[config.mk]
export PLATFORM = sky130hd
export DESIGN_NAME = univ_shift_reg_burst
export DESIGN_NICKNAME = d
export VERILOG_FILES = /design/src/rtl/univ_shift_reg_burst.sv
export SDC_FILE = /design/constraint.sdc
export NUM_CORES = 1
export LEC_CHECK = 0
export CORE_MARGIN = 10
export CORE_UTILIZATION = 47
export DETAILED_ROUTE_END_ITERATION = 7
export PLACE_DENSITY_LB_ADDON = 0.15
export REMOVE_ABC_BUFFERS = 1
export SYNTH_ARGS = -nofsm -noshare
export SYNTH_HDL_FRONTEND = slang
export SYNTH_SLANG_ARGS = --single-unit
[constraint.sdc]
create_clock -name CLK -period 1.7 [get_ports CLK]
set_clock_uncertainty 0.15 [all_clocks]
set_input_delay 0.34 -clock CLK [delete_from_list [all_inputs] [get_ports CLK]]
set_output_delay 0.34 -clock CLK [all_outputs]
set_load 0.01 [all_outputs]
[src/rtl/univ_shift_reg_burst.sv]
// Universal WIDTH-bit shift register with hold/shift/load/rotate/arith/clear modes and a counted burst engine.
// Optional macro SHREG_PARITY_EN adds a registered A_parity output tracking ^A_par.
module univ_shift_reg_burst #(
  parameter int unsigned WIDTH = 8,
  parameter int unsigned CNT_W = $clog2(WIDTH) + 1
) (
  input  logic             CLK,
  input  logic             Clear_b,
  input  logic [2:0]       s,
  input  logic [WIDTH-1:0] I_par,
  input  logic             MSB_in,
  input  logic             LSB_in,
  input  logic             start,
  input  logic [CNT_W-1:0] count,
  output logic [WIDTH-1:0] A_par,
  output logic             SO_lsb,
  output logic             SO_msb,
  output logic             busy,
`ifdef SHREG_PARITY_EN
  output logic             A_parity,
`endif
  output logic             done
);

  localparam logic [2:0] M_HOLD = 3'b000;
  localparam logic [2:0] M_SHR  = 3'b001;
  localparam logic [2:0] M_SHL  = 3'b010;
  localparam logic [2:0] M_LOAD = 3'b011;
  localparam logic [2:0] M_ROR  = 3'b100;
  localparam logic [2:0] M_ROL  = 3'b101;
  localparam logic [2:0] M_ASR  = 3'b110;
  localparam logic [2:0] M_CLR  = 3'b111;

  typedef enum logic [1:0] {
    ST_IDLE  = 2'd0,
    ST_BURST = 2'd1,
    ST_DONE  = 2'd2
  } state_t;

  state_t           state_q, state_d;
  logic [WIDTH-1:0] a_q, a_d;
  logic [2:0]       mode_q, mode_d;
  logic [CNT_W-1:0] cnt_q, cnt_d;
  logic             busy_q, busy_d;
  logic             done_q, done_d;

  // Next register value for a given mode; serial fill bits are always taken live.
  function automatic logic [WIDTH-1:0] mode_op(
    input logic [2:0]       m,
    input logic [WIDTH-1:0] a,
    input logic [WIDTH-1:0] ipar,
    input logic             msb_fill,
    input logic             lsb_fill
  );
    logic [WIDTH-1:0] r;
    r = a;
    case (m)
      M_HOLD: r = a;
      M_SHR:  r = {msb_fill, a[WIDTH-1:1]};
      M_SHL:  r = {a[WIDTH-2:0], lsb_fill};
      M_LOAD: r = ipar;
      M_ROR:  r = {a[0], a[WIDTH-1:1]};
      M_ROL:  r = {a[WIDTH-2:0], a[WIDTH-1]};
      M_ASR:  r = {a[WIDTH-1], a[WIDTH-1:1]};
      M_CLR:  r = '0;
      default: r = a;
    endcase
    return r;
  endfunction

  function automatic logic is_shift_class(input logic [2:0] m);
    return (m == M_SHR) || (m == M_SHL) || (m == M_ROR) || (m == M_ROL) || (m == M_ASR);
  endfunction

  // Next-state, datapath and decoded status
  always_comb begin
    state_d = state_q;
    a_d     = a_q;
    mode_d  = mode_q;
    cnt_d   = cnt_q;
    case (state_q)
      ST_IDLE: begin
        if (start && is_shift_class(s)) begin
          if (count != '0) begin
            mode_d  = s;
            cnt_d   = count;
            state_d = ST_BURST;
          end else begin
            state_d = ST_DONE;
          end
        end else begin
          a_d = mode_op(s, a_q, I_par, MSB_in, LSB_in);
        end
      end
      ST_BURST: begin
        a_d   = mode_op(mode_q, a_q, I_par, MSB_in, LSB_in);
        cnt_d = cnt_q - CNT_W'(1);
        if (cnt_q == CNT_W'(1)) begin
          state_d = ST_DONE;
        end
      end
      ST_DONE: begin
        state_d = ST_IDLE;
      end
      default: begin
        state_d = ST_IDLE;
      end
    endcase
    busy_d = (state_d == ST_BURST);
    done_d = (state_d == ST_DONE);
  end

  always_ff @(posedge CLK or negedge Clear_b) begin
    if (!Clear_b) begin
      state_q <= ST_IDLE;
      a_q     <= '0;
      mode_q  <= '0;
      cnt_q   <= '0;
      busy_q  <= 1'b0;
      done_q  <= 1'b0;
    end else begin
      state_q <= state_d;
      a_q     <= a_d;
      mode_q  <= mode_d;
      cnt_q   <= cnt_d;
      busy_q  <= busy_d;
      done_q  <= done_d;
    end
  end

`ifdef SHREG_PARITY_EN
  logic parity_q, parity_d;

  always_comb begin
    parity_d = ^a_d;
  end

  always_ff @(posedge CLK or negedge Clear_b) begin
    if (!Clear_b) begin
      parity_q <= 1'b0;
    end else begin
      parity_q <= parity_d;
    end
  end

  assign A_parity = parity_q;
`endif

  assign A_par  = a_q;
  assign SO_lsb = a_q[0];
  assign SO_msb = a_q[WIDTH-1];
  assign busy   = busy_q;
  assign done   = done_q;

endmodule
**Yosys cells after proc, flatten, opt, wreduce, memory -nomap -nowiden**

Cells that the tools add are included.

- Register bits: 19
- Input port bits: 20

- Equality and inequality tests: 25
- Mux-type cells: 11
- Add/subtract/negate cells: 1
- Reductions and logical operators: 14

Operators with widths:

| kind | number |
|---|---|
| $pmux W8 S7 | 2 |
| $eq A3 B3 Y1 const B | 8 |
| $pmux W8 S2 | 1 |
| $ne A2 B2 Y1 const B | 7 |
| $eq A3 B2 Y1 const B | 4 |
| $mux W4 | 2 |
| $mux W8 | 1 |
| $pmux W4 S2 | 1 |
| $eq A3 B1 Y1 const B | 2 |
| $logic_not A3 Y1 | 2 |
| $mux W2 | 3 |
| $reduce_and A3 Y1 | 2 |
| $reduce_and A6 Y1 | 1 |
| $eq A2 B1 Y1 const B | 2 |
| $eq A4 B1 Y1 const B | 1 |
| $logic_or A1 B1 Y1 | 4 |
| $pmux W2 S2 | 1 |
| $reduce_and A4 Y1 | 1 |
| $reduce_bool A4 Y1 | 1 |
| $sub A4 B1 Y4 const B | 1 |
| $eq A2 B2 Y1 const B | 1 |
| $logic_not A2 Y1 | 1 |
| $reduce_bool A2 Y1 | 1 |
| $logic_and A1 B1 Y1 | 1 |

**Logic depth before layout (Yosys ltp)**

- Word-level depth: 9
- Mapped depth: 6
- Mapped depth without buffers: 5

**Least setup slack after synthesis**

OpenSTA, ideal clock, no wires.

- Path type: input to register
- Start point: input port s[0]
- End point: register mode_q[1]
- Buffers on the path: 2
- Cell stages on the path: 5
- Arrival time: 1.512 ns
- Setup time: 0.125 ns
- Path slack: -0.087 ns
- Path through: buf_2 -> or3_1 -> clkbuf_1 -> nand4_1 -> mux2_2

- Word-level cells in the longest chain between the ends: 7

Ends and longest elaborated chain:

| what | line | RTL |
|---|---|---|
| start, declared | 9 | `input logic [2:0] s,` |
| $eq A3 B1 Y1 / $eq A3 B2 Y1 (equally long branches) | 72 | `return (m == M_SHR) \|\| (m == M_SHL) \|\| (m == M_ROR) \|\| (m == M_ROL) \|\| (m == M_ASR);` |
| $logic_or A1 B1 Y1 (3 in a row) | 72 |  |
| $logic_or A1 B1 Y1 * | 72 |  |
| $logic_and A1 B1 Y1 * | 83 | `if (start && is_shift_class(s)) begin` |
| $reduce_and A3 Y1 (no line) * | n/a |  |
| end signal, assigned | 124 | `mode_q <= mode_d;` |
| end, declared | 42 | `logic [2:0] mode_q, mode_d;` |

Mark *: on every way between the ends. The rest lies on a longest branch, timed or not.
A chain may end at the register's enable or synchronous reset.

**Worst setup path after layout**

- Start point: input port count[2]
- End point: register mode_q[1]

- Word-level cells in the longest chain between the ends: 2

Ends and longest elaborated chain:

| what | line | RTL |
|---|---|---|
| start, declared | 14 | `input logic [CNT_W-1:0] count,` |
| $reduce_bool A4 Y1 | 84 | `if (count != '0) begin` |
| $reduce_and A3 Y1 (no line) | n/a |  |

No other way between the ends.

==> impl_metrics.toml <==
[clock_tree]
clk_pin_slew_ns = 0.13
cts_buffer_depth = 2
clkLatencyLatePin_ns = 0.32
h-tree-depth = 1
cts_buffers = 3
cts_tree = "yes"
root_buffer = "clkbuf_4"
cts.sinks = 19

[placement]
dp_hpwl_um = 3820
place_congestion = 0.885
portBuffers = 31
dp.cells = 292
place_area_mm2 = 0.00217

[synthesis]
synth_area_mm2 = 0.00169
synthTopCellsByArea = "dfrtp_1 28%, a211oi_1 7.6%, mux2i_1 7.1%, o21ai_0 5.3%, nor2_1 4.7%"
synth_top_area_share_pct = 28.2
synth_ff_type = "dfrtp_1"
ys_types = 42
yosysSeqAreaShare_pct = 28.2
synth_common_cells = "21 x nor2_1, 19 x dfrtp_1, 18 x o21ai_0, 17 x a211oi_1, 14 x clkbuf_1"
post-synth-top-area-cell = "dfrtp_1"
yosysMostFrequentCell = "nor2_1"
avgSynthCellArea_um2 = 7.99
synth_async_sr_flop_share_pct = 100
synth-seq-cells = 19
synth_cells = 211
synth_edf_count = 0
ys_warn_count = 0

[floorplanning]
die_area_mm2 = 0.00638
coreArea_mm2 = 0.00339
row_count = 21
die_x_um = 79.9
start_util_pct = 49.7
ioPinCount = 32
die_height_um = 79.9

[route]
first_pass_iters = 4
post_drt_wl_per_cell_um = 18.1
ant_nets = 0
vias = 1853
drt_iter0_drc = 213
via_per_inst = 6.10
drcViolationCount = 0
totalWireLength_um = 5500

[flow_run]
drv_cap = 0

[sta]
hold_ws_ns = 0.193
worst_pin_slew_ns = 0.394
min_period_over_period_pct = 99.9
drv_slew = 0
rsz0062_at_grt = "yes"
hold_violations = 0
setup_viol = 0
period_minus_slack_ns = 1.70
fmax_mhz = 589
relSlewSlack_pct = 73.7

[pwr]
power_density_mw_per_mm2 = 1760
power.leakage_uw = 0.00103
ir_worst_vdd_mv = 1.09

[final_layout]
syn2layout_area_growth_pct = 36.5
utilization_pct = 67.9
final_layout_size_suffix_gt1_share_pct = 22.9
fin_cells = 304
nets = 281
antenna-diode-count = 0
fin_area_mm2 = 0.00230

[setup_path]
start_kind = "primary input"
reg2reg_depth = 4
r2r_slack_ns = 0.09
required_ns = 1.76
crit_path_max_fanout = 4
r2r-end = "A_par[7]$_DFFE_PN0P_"
r2r_start = "state_q[0]$_DFF_PN0_"
critPathArrivalTime_ns = 1.76
crit_path_end_kind = "flip-flop"
crit_type = "in2reg"

[global_route]
grt_max_degree = 20
grt_pass1_wl_um = 9030
track_usage_pct = 17.4
antenna_found_initial = 0
grt_overflow_total = 0
grt_pass1_vias = 1839

[hold_path]
min_path_type = "in2async"

[status]
status = "complete, no violations"
[sequential cells by signal (all words and copies together), names as in the netlist]
name,count
busy,1
state_q,2
mode_q,3
done,1
cnt_q,4
A_par,8
[worst max-delay path by stage]
| stage | endpoint | startpoint | cells after the start |
|---|---|---|---|
| detailed placement | A_par[1]$_DFFE_PN0P_ | s[1] | 5 |
| CTS | busy | busy$_DFF_PN0_ | 1 |
| floorplan | A_par[6]$_DFFE_PN0P_ | mode_q[1]$_DFFE_PN0P_ | 4 |
| global placement | A_par[0]$_DFFE_PN0P_ | s[1] | 5 |
| global route | A_par[6]$_DFFE_PN0P_ | mode_q[1]$_DFFE_PN0P_ | 5 |
| finish | mode_q[1]$_DFFE_PN0P_ | count[2] | 4 |
[layout make-up]
type / instances / area, um^2
Clock inverter: 1 / 7.51
Tap cell: 46 / 57.6
Fill cell: 264 / 1090
Multi-Input combinational cell: 156 / 1110
Clock buffer: 3 / 22.5
Timing Repair Buffer: 70 / 596
Inverter: 9 / 33.8
Sequential cell: 19 / 478
[cells by family after synthesis]
logic type	count (synthesis)	share of synthesized area [%]
compound gates	79	33.2
xor+xnor	2	1.04
fa+ha+maj	2	1.48
buf+inv	36	9.06
flops	19	28.2
mux	15	9.13
simple gates	58	17.9
[critical path: stages]
cell             delay (ns)
clkdlybuf4s50_1        0.42
or4_4                  0.43
nand4_1                0.23
mux2_4                 0.33
[power breakdown]
group          internal (uW)  total, uW  switching, uW
registers                685        879            194
logic                   1370       2900           1530
clock network           89.9        259            169
total                   2140       4040           1900
[placed cells by master, fill, tap and decap left out, types with 4 or more instances in the layout]
cell             netlist  layout
buf_4                  2      36
nor2_1                21      21
dfrtp_1               19      17
o21ai_0               18      17
a211oi_1              17      17
dlygate4sd2_1          0      16
mux2i_1               12      12
clkdlybuf4s50_1        0      12
inv_1                  9       9
o31ai_1                9       8
a21oi_1                8       7
nand3_1                6       6
nand2_1                5       5
a22o_1                 5       5
a221o_1                5       5
nor3_1                 5       4
a31oi_1                4       4
[what timing repair did]
action	CTS	global route
gates cloned	1	0
hold buffers	0	0
endpoints found under the setup margin	28	15
setup buffers	5	2
resized for setup	27	12
pin swaps	2	1
[per-stage QoR]
stage / setup slack (ns) / TNS (ns) / total power (uW)
final: 0.00248 / 0 / 4040
after global routing: -0.0133 / -0.0255 / 4370
after CTS: 0.0126 / 0 / 3890
after detailed placement: -0.644 / -9.32 / 3600
after global placement: -0.563 / -9.02 / 3510
after floorplan: -0.0554 / -0.460 / 2400
[per-layer routing]
metal,up-vias,part of all wire (%),global-route usage (%)
met2,89,47,27.1
met4,0,1.7,7.04
met3,10,7.3,3.60
met5,-,0,0
met1,864,44,22.6
li1,890,-,-
Note: power is estimated with default switching activity, not from simulation.
